==> src/rtl/mux_n_1_rr_reg.sv <==
// N-input, W-bit registered multiplexor with valid/ready handshake per channel.
// Fixed-select or round-robin grant feeds a one-entry output register.
module mux_n_1_rr_reg #(
    parameter int unsigned WIDTH  = 2,
    parameter int unsigned NUM_CH = 4,
    parameter int unsigned SEL_W  = 2
) (
    input  logic                    clk,
    input  logic                    reset_L,
    input  logic [NUM_CH*WIDTH-1:0] in_data,
    input  logic [NUM_CH-1:0]       in_valid,
    output logic [NUM_CH-1:0]       in_ready,
    input  logic                    mode,
    input  logic [SEL_W-1:0]        sel_fixed,
    output logic [WIDTH-1:0]        out_data,
    output logic                    out_valid,
    output logic [SEL_W-1:0]        out_ch,
    input  logic                    out_ready
);

    typedef enum logic {
        S_EMPTY = 1'b0,
        S_FULL  = 1'b1
    } state_t;

    state_t           state_q;
    state_t           state_d;
    logic [SEL_W-1:0] rr_ptr;
    logic             grant_valid;
    logic [SEL_W-1:0] grant_idx;
    logic [WIDTH-1:0] grant_data;
    logic             load;
    logic             xfer;

    // Grant selection: fixed index, or first valid channel at/after rr_ptr.
    always_comb begin
        int idx;
        grant_valid = 1'b0;
        grant_idx   = '0;
        idx         = 0;
        if (!mode) begin
            for (int unsigned i = 0; i < NUM_CH; i++) begin
                if (32'(sel_fixed) == i && in_valid[i]) begin
                    grant_valid = 1'b1;
                    grant_idx   = SEL_W'(i);
                end
            end
        end else begin
            // Walk farthest-to-nearest so the channel closest to rr_ptr wins.
            for (int k = int'(NUM_CH) - 1; k >= 0; k--) begin
                idx = int'(rr_ptr) + k;
                if (idx >= int'(NUM_CH)) begin
                    idx = idx - int'(NUM_CH);
                end
                if (in_valid[idx]) begin
                    grant_valid = 1'b1;
                    grant_idx   = SEL_W'(idx);
                end
            end
        end
    end

    // Data of the granted channel.
    always_comb begin
        grant_data = '0;
        for (int unsigned i = 0; i < NUM_CH; i++) begin
            if (32'(grant_idx) == i) begin
                grant_data = in_data[i*WIDTH +: WIDTH];
            end
        end
    end

    // Output stage next-state and handshake.
    always_comb begin
        state_d  = state_q;
        load     = (state_q == S_EMPTY) || out_ready;
        xfer     = reset_L && load && grant_valid;
        in_ready = '0;
        if (load) begin
            state_d = grant_valid ? S_FULL : S_EMPTY;
        end
        for (int unsigned i = 0; i < NUM_CH; i++) begin
            if (xfer && 32'(grant_idx) == i) begin
                in_ready[i] = 1'b1;
            end
        end
    end

    always_ff @(posedge clk) begin
        if (!reset_L) begin
            state_q <= S_EMPTY;
        end else begin
            state_q <= state_d;
        end
    end

    // Output word, source channel and round-robin pointer.
    always_ff @(posedge clk) begin
        if (!reset_L) begin
            out_data <= '0;
            out_ch   <= '0;
            rr_ptr   <= '0;
        end else if (xfer) begin
            out_data <= grant_data;
            out_ch   <= grant_idx;
            if (mode) begin
                rr_ptr <= (32'(grant_idx) == NUM_CH - 1) ? '0 : grant_idx + SEL_W'(1);
            end
        end
    end

    assign out_valid = (state_q == S_FULL);

endmodule

==> config.mk <==
export PLATFORM = sky130hd
export DESIGN_NAME = mux_n_1_rr_reg
export DESIGN_NICKNAME = d
export VERILOG_FILES = /design/src/rtl/mux_n_1_rr_reg.sv
export SDC_FILE = /design/constraint.sdc
export NUM_CORES = 1
export LEC_CHECK = 0
export BUFFER_PORTS_ARGS = -buffer_cell sky130_fd_sc_hd__buf_4
export CORE_MARGIN = 1.5
export CORE_UTILIZATION = 45
export CTS_CLUSTER_DIAMETER = 40
export DETAILED_ROUTE_END_ITERATION = 8
export MAX_ROUTING_LAYER = met4
export PLACE_DENSITY = 0.76
export SETUP_SLACK_MARGIN = 0.4
export SYNTH_ARGS = -nofsm -noshare
export SYNTH_HDL_FRONTEND = slang
export SYNTH_SLANG_ARGS = --single-unit
export TNS_END_PERCENT = 5
==> constraint.sdc <==
create_clock -name clk -period 3 [get_ports clk]
set_input_delay 0.3 -clock clk [delete_from_list [all_inputs] [get_ports clk]]
set_output_delay 0.3 -clock clk [all_outputs]
set_load 0.1 [all_outputs]
======== After elaboration in Yosys (flattened, before gate mapping) ========
Cells that the tools add are included.
operators by class
  equality and inequality tests ........... 6
  add/sub/neg operators ................... 8
  magnitude comparators ................... 8
  reduce and logical (&&, ||, !) cells .... 14
  muxes and demuxes ....................... 47
  bitwise logic cells ..................... 1
operators by type and width
  kind                   number
  $mux W32               8
  $lt A32 B4 Y1 const B  4
  $mux W2                12
  $mux W1                23
  $sub A3 B3 Y4 const B  3
  $logic_and A1 B1 Y1    10
  $ge A3 B3 Y1 const B   3
  $bmux W1 S2            4
  $eq A2 B2 Y1 const B   4
  $add A2 B2 Y3 const B  2
  $eq A2 B1 Y1 const B   2
  $logic_not A2 Y1       2
  $sub A2 B3 Y4 const B  1
  $add A2 B1 Y3 const B  1
  $ge A2 B3 Y1 const B   1
  $add A2 B1 Y2 const B  1
  $reduce_and A2 Y1      1
  $logic_or A1 B1 Y1     1
  $not A1 Y1             1
word-level totals
  bits in registers ....................... 7
  input port bits ......................... 18

======== Logic depth before layout (Yosys ltp) ========
Gate-level depths: netlist (run 1).
  depth in word-level cells ............... 17
  mapped depth ............................ 9
  mapped depth without buffers ............ 9

======== Least setup slack after synthesis (run 1) ========
OpenSTA, ideal clock, no wires.
  path type ............................... register to output
  from .................................... reg rr_ptr[1]
  to ...................................... out in_ready[3]
  cell stages (with the launch flop) ...... 7
  path slack .............................. 550 ps
  buffers on the path ..................... 0
  arrival time ............................ 2150 ps
  path through ............................ dfxtp_1 mux2i_1 nor2_1 nor4_1 or2_2 ha_1 and3_1
on the way
  word-level cells in the longest chain between the ends .. 15
RTL lines
  element                                               line    source
  from (decl)                                           28      logic [SEL_W-1:0] rr_ptr;
  from (signal assigned)                                107     rr_ptr <= (32'(grant_idx) == NUM_CH - 1) ? '0 : grant_idx + SEL_W'(1);
  $add A2 B2 Y3                                         51      idx = int'(rr_ptr) + k;
  $sub A3 B3 Y4 / $ge A3 B3 Y1 (equally long branches)  53, 52
  $mux W32                                              52      if (idx >= int'(NUM_CH)) begin
  $mux W32                                              41      if (!mode) begin
  $bmux W1 S2                                           55      if (in_valid[idx]) begin
  $mux W1 (not written as such) (2 in a row)            55
  $mux W2 (3 in a row)                                  55
  $mux W2 *                                             55
  $mux W2 *                                             41
  net grant_idx[0]                                      30      logic [SEL_W-1:0] grant_idx;
  $eq A2 B2 Y1 *                                        83      if (xfer && 32'(grant_idx) == i) begin
  $logic_and A1 B1 Y1 *                                 83
  $mux W1 *                                             83
  to (decl)                                             12      output logic [NUM_CH-1:0] in_ready,
The timed path passes the listed nets; every way through them passes the cells marked *. The select of a mux whose other input is x is not followed.

======== Final worst setup path (run 1) ========
  from .................................... reg rr_ptr[1]
  to ...................................... out in_ready[2]
Same word-level chain as after synthesis.

==> results.json, run 1 <==
{
  "clock-sinks": 7,
  "ctsRootBufferMaster": "clkbuf_4",
  "antenna_found_initial": 0,
  "fin_nets": 129,
  "synth_area_per_cell_um2": 8.36,
  "drc": 0,
  "hold_buffers": 0,
  "seq_area_frac_synth_pct": 22.0,
  "timing.hold.ws_ns": 0.310,
  "route.vias.total": 668,
  "drt_wl_total_um": 1630,
  "clock_latency_ns": 0.25,
  "ys_types": 28,
  "yosysWarnings": 0,
  "fp.dieArea_mm2": 0.00165,
  "clockBufferDepth": 2,
  "cp.depth": 7,
  "syn_area_um2": 636,
  "relSlewSlack_pct": 74.1,
  "critPathBufInv": 2,
  "grt_use_total_pct": 21.9,
  "synthesis.nets": 98,
  "dpl_worst_slack_ns": 0.756,
  "drt-pass1-iter-count": 6,
  "area_growth_syn_to_layout_pct": 39.4,
  "yosys-top-cells-count": "8 x a21oi_1, 7 x dfxtp_1, 7 x nand2_1, 7 x nor2_1, 6 x inv_1",
  "path_class": "reg2out",
  "synth.largest_area_cell": "dfxtp_1",
  "ys_dominant_reg_cell": "dfxtp_1",
  "min_to": "out_valid",
  "grt_pass1_vias": 546,
  "cp_slowest_cell": "dfxtp_1",
  "dp.cells": 117,
  "power.density_mw_per_mm2": 432,
  "fmax_mhz": 411,
  "regToRegStartpoint": "rr_ptr[1]",
  "worst_slack_ns": 0.565,
  "synth_most_common_cell": "a21oi_1",
  "via_per_inst": 5.52,
  "synth_enable_flop_cells": 0,
  "grt_overflow": 0,
  "num_rows": 13,
  "clk_pin_slew_ns": 0.06,
  "wl_per_cell_um": 13.5,
  "irDropWorstVdd_mv": 0.157,
  "status": "completed",
  "critPathLaunchType": "flip-flop",
  "timing.final.crit_share_pct": 81.2,
  "cts_buffers": 3,
  "hold_depth": 3,
  "async_reset_ff_share_pct": 0,
  "cp.arrival_ns": 2.13,
  "num_antenna_cells": 0,
  "hold_start": "out_ready",
  "grt_start_max_net_pins": 10,
  "postSynthCellCount": 76,
  "finalSetupViolCount": 0,
  "slowest_delay_ns": 0.40,
  "hold_viol_final": 0,
  "p_total_uw": 382,
  "start_util_pct": 48.8,
  "port_buffers": 26,
  "setup_tns_ns": 0,
  "tightest_slew_ns": 0.387,
  "die_w_um": 40.6,
  "rsz0062_at_grt": "false",
  "drtIter0Drc": 11,
  "coreArea_mm2": 0.00130,
  "finalNonFillerCells": 121,
  "path_max_fanout": 5,
  "r2r_slack_ns": 0.81,
  "gp_congestion": 0.853,
  "r2r_cells": 9,
  "cts_tree": "built",
  "period_minus_slack_ns": 2.43,
  "p_leak_uw": 0.000439,
  "drv_cap": 0,
  "htreeDepth": 1,
  "critPathRequiredTime_ns": 2.70,
  "crit_chain": "nand2_1 -> a311oi_1 -> o32a_1 -> inv_1 -> ha_1 -> and3_1 -> buf_4",
  "hold_path_class": "in2reg",
  "ant_nets": 0,
  "endpoint_kind": "output pin",
  "synth.area.top_cells": "dfxtp_1 22%, ha_1 7.9%, mux2i_1 7.9%",
  "num_io_pins": 27,
  "hpwl_um": 1230,
  "grt_pass1_wl_um": 2330,
  "r2r_end": "out_data[0]",
  "cp_top_family": "compound AO/OA/AOI/OAI gates",
  "synth_top_cell_area_share_pct": 22.0,
  "die_h_um": 40.6,
  "drive_gt1_share_pct": 35.8,
  "slew_viol_final": 0,
  "ys_ff_latch": 7,
  "finClkSkew_ns": 0.00536
}
==> metrics by stage <==
step | util, % | instance area [um^2]
3_5_place_dp | 65.3 | 850
5_1_grt | 68.1 | 886
6_report | 68.1 | 886
2_1_floorplan | - | 636
4_1_cts | 67.3 | 876
3_3_place_gp | 65.3 | 850
==> flip-flops by register name, summed over array words and instances (netlist names) <==
register   cells
out_data       2
rr_ptr         2
out_valid      1
out_ch         2
==> area by class of cell <==
class | instances | area [um^2]
inverters | 6 | 22.5
repair buffers | 26 | 199
clock buffers | 4 | 26.3
flip-flops and latches | 7 | 140
fillers | 113 | 415
well taps | 15 | 18.8
multi-input cells | 63 | 479
==> metal layers <==
layer  global-route usage, %  share of wire, %  vias to the layer above
met1                    26.9                47                      308
met4                    7.50              0.25                        0
met2                    35.7                48                       19
met3                    3.33               4.5                        2
met5                       -                 0                        -
li1                        -                 -                      339
==> timing repair <==
action	4_1_cts	5_1_grt
gates resized for setup	0	2
endpoints found under the setup margin	0	3
setup buffers	0	0
==> cell usage in the layout (no fill, tap or decap), types with 2 or more instances in the layout <==
| cell | netlist | layout |
|---|---|---|
| ha_1 | 4 | 4 |
| clkbuf_4 | 0 | 3 |
| a311oi_1 | 2 | 2 |
| inv_1 | 6 | 6 |
| nand2_1 | 7 | 7 |
| nor2b_1 | 3 | 3 |
| mux2i_1 | 5 | 5 |
| nor4_2 | 1 | 2 |
| buf_4 | 0 | 25 |
| nor2_1 | 7 | 7 |
| a21oi_1 | 8 | 8 |
| a211oi_1 | 2 | 2 |
| dfxtp_1 | 7 | 7 |
| nand2b_1 | 3 | 3 |
| o21ai_0 | 3 | 3 |
| and3_1 | 4 | 4 |
==> worst max path at each step <==
stage,startpoint,end
4_1_cts,rr_ptr[1],in_ready[3]
5_1_grt,rr_ptr[1],in_ready[3]
3_5_place_dp,rr_ptr[1],out_data[0]
3_3_place_gp,in_valid[2],in_ready[3]
2_1_floorplan,rr_ptr[1],in_ready[3]
6_report,rr_ptr[1],in_ready[2]
==> where the power goes <==
group / switching (uW) / internal, uW / leakage [uW]
Combinational: 125 / 62.8 / 0.000366
Clock: 36.0 / 50.8 / 0.0000150
Sequential: 6.07 / 102 / 0.0000578
==> worst reg2reg max path, stage by stage, from the launching register on <==
cell	delay, ns
dfxtp_1	0.40
mux2i_1	0.21
nor2_1	0.09
nor4_2	0.33
or2_2	0.19
ha_1	0.20
and3b_1	0.19
a211o_1	0.22
a22oi_1	0.15
a211oi_1	0.09
==> logic make-up after synthesis <==
| family | synth area share, % |
|---|---|
| AND/OR/NAND/NOR | 30.5 |
| AO/OA/AOI/OAI | 28.1 |
| flip-flops | 22.0 |
| buffers and inverters | 3.54 |
| multiplexers | 7.87 |
| adder cells (fa/ha/maj) | 7.87 |
Note: power is estimated with default switching activity, not from simulation.
==> inputs of run 2 (changes only) <==
clock period = 2.5 ns   (was 3 ns; I/O delays follow)
==> run 2 against run 1 <==
Compared with the run above: worst setup slack worse by 0.24 ns; final cell count is 2.5% higher; combinational power is 38% higher; first-iteration DRC count is 64% higher; sequential power is 19% higher; sequential share of layout area is 1.6 points lower; sequential cell count stayed put; largest power group unchanged.
==> results.json, run 2 (synthesis gave the netlist of run 1 again) <==
{
  "status": "completed",
  "die_w_um": 40.6,
  "final.fill_count": 87,
  "critPathRequiredTime_ns": 2.25,
  "port_buffers": 26,
  "clockBufferDepth": 2,
  "grt_start_max_net_pins": 10,
  "drt-pass1-iter-count": 4,
  "clk_pin_slew_ns": 0.06,
  "drc": 0,
  "ctsRootBufferMaster": "clkbuf_4",
  "fp.dieArea_mm2": 0.00165,
  "fmax_mhz": 460,
  "hold_viol_final": 0,
  "p_clk_share_pct": 21.9,
  "clock_latency_ns": 0.26,
  "num_io_pins": 27,
  "cts_tree": "built",
  "endpoint_kind": "output pin",
  "drt_wl_total_um": 1810,
  "slew_viol_final": 0,
  "final_cell_mix": "25 x buf_4, 7 x nand2_1, 7 x a21oi_1, 6 x nor2_1",
  "num_antenna_cells": 0,
  "die_h_um": 40.6,
  "rsz0062_at_grt": "true",
  "cts_buffers": 3,
  "cp.arrival_ns": 1.92,
  "tightest_slew_ns": 0.436,
  "coreArea_mm2": 0.00130,
  "start_util_pct": 48.8,
  "seq_power_share_pct": 25.9,
  "drv_cap": 0,
  "clock-sinks": 7,
  "finClkSkew_ns": 0.00317,
  "grt_pass1_vias": 574,
  "drive_gt1_share_pct": 49.5,
  "hold_path_class": "in2reg",
  "fin_util_pct": 78.5,
  "setup_tns_ns": 0,
  "path_max_fanout": 5,
  "hpwl_um": 1240,
  "timing.hold.ws_ns": 0.254,
  "combPwrFrac_pct": 52.1,
  "grt_overflow": 0,
  "timing.final.crit_share_pct": 86.9,
  "grt_use_total_pct": 24.6,
  "gp_congestion": 0.894,
  "fin_nets": 132,
  "htreeDepth": 1,
  "power.density_mw_per_mm2": 487,
  "p_sw_share_pct": 43.9,
  "irDropWorstVdd_mv": 0.218,
  "final_common_cell": "buf_4",
  "via_per_inst": 5.60,
  "wl_per_cell_um": 14.6,
  "p_leak_uw": 0.000459,
  "power.switching_uw": 218,
  "finalSetupViolCount": 0,
  "drtIter0Drc": 18,
  "critPathLaunchType": "flip-flop",
  "antenna_found_initial": 0,
  "dp.cells": 117,
  "largestRegisters": "out_ch: 2 flops, out_data: 2 flops, rr_ptr: 2 flops",
  "intPower_uw": 279,
  "num_rows": 13,
  "relSlewSlack_pct": 70.8,
  "hold_buffers": 0,
  "route.vias.total": 694,
  "area_growth_syn_to_layout_pct": 60.6,
  "p_total_uw": 497,
  "path_class": "reg2out",
  "finalNonFillerCells": 124,
  "period_minus_slack_ns": 2.17,
  "ant_nets": 0,
  "grt_pass1_wl_um": 2550
}
## run 2: cell types whose count changed in the layout (fill, tap and decap cells not counted), moves of 2 or more
| cell | change |
|---|---|
| and3_1 | -4 |
| and3_2 | +3 |
| buf_12 | +3 |
| ha_1 | -3 |
| ha_4 | +3 |
| dfxtp_1 | -2 |
## run 2: path summary, 6_finish.rpt
path | endpoint | startpoint | cells after the start | slack, ns
setup / recovery | in_ready[3] | rr_ptr[1] | 7 | 0.33
hold / removal | out_ch[0] | reset_L | 2 | 0.25
hold reg to reg | out_valid | out_valid | 2 | 0.50
setup reg to reg | out_data[0] | rr_ptr[1] | 9 | 0.44
## run 2: what timing repair did
item | in CTS | in global routing
hold endpoints to repair | 0 | 0
endpoints found under the setup margin | 5 | 5
gates resized for setup | 22 | 5
pin swaps | 4 | 2
setup buffers | 2 | 1
## run 2: routing by layer
layer / up-vias / wire length, um / global-route usage [%]
li1: 347 / - / -
met1: 317 / 831 / 29.3
met2: 26 / 875 / 40.9
met3: 4 / 68 / 3.33
met4: 0 / 34 / 10.0
met5: - / 0 / -
## run 2: through the flow
step	cell area, um^2	setup slack, ns
finish	1020	0.327
global route	1020	0.230
CTS	985	0.355
detailed placement	853	0.246
global placement	853	0.318
floorplan	639	0.138
## run 2: final cells by class
type                            instances  area [um^2]  share of cell area, %
Tap cell                               15         18.8                   1.84
Inverter                                6         22.5                   2.21
Sequential cell                         7          145                   14.2
Multi-Input combinational cell         63          549                   53.8
Clock buffer                            4         26.3                   2.57
Timing Repair Buffer                   29          259                   25.4
## run 2: power by group through the flow
stage / Sequential, uW / Combinational (uW) / Clock [uW]
after floorplan: 185 / 106 / 0
final: 129 / 259 / 109
after CTS: 129 / 247 / 108
after global placement: 131 / 221 / 0
after detailed placement: 131 / 223 / 0
after global routing: 130 / 275 / 115
## run 2: worst max-delay path, cell delays in order (launching register included)
cell and delay (ns):
dfxtp_4 0.37, nand2b_1 0.13, a21oi_2 0.08, nor4_4 0.34, or2_4 0.22, ha_4 0.16
and3_2 0.20, buf_12 0.17
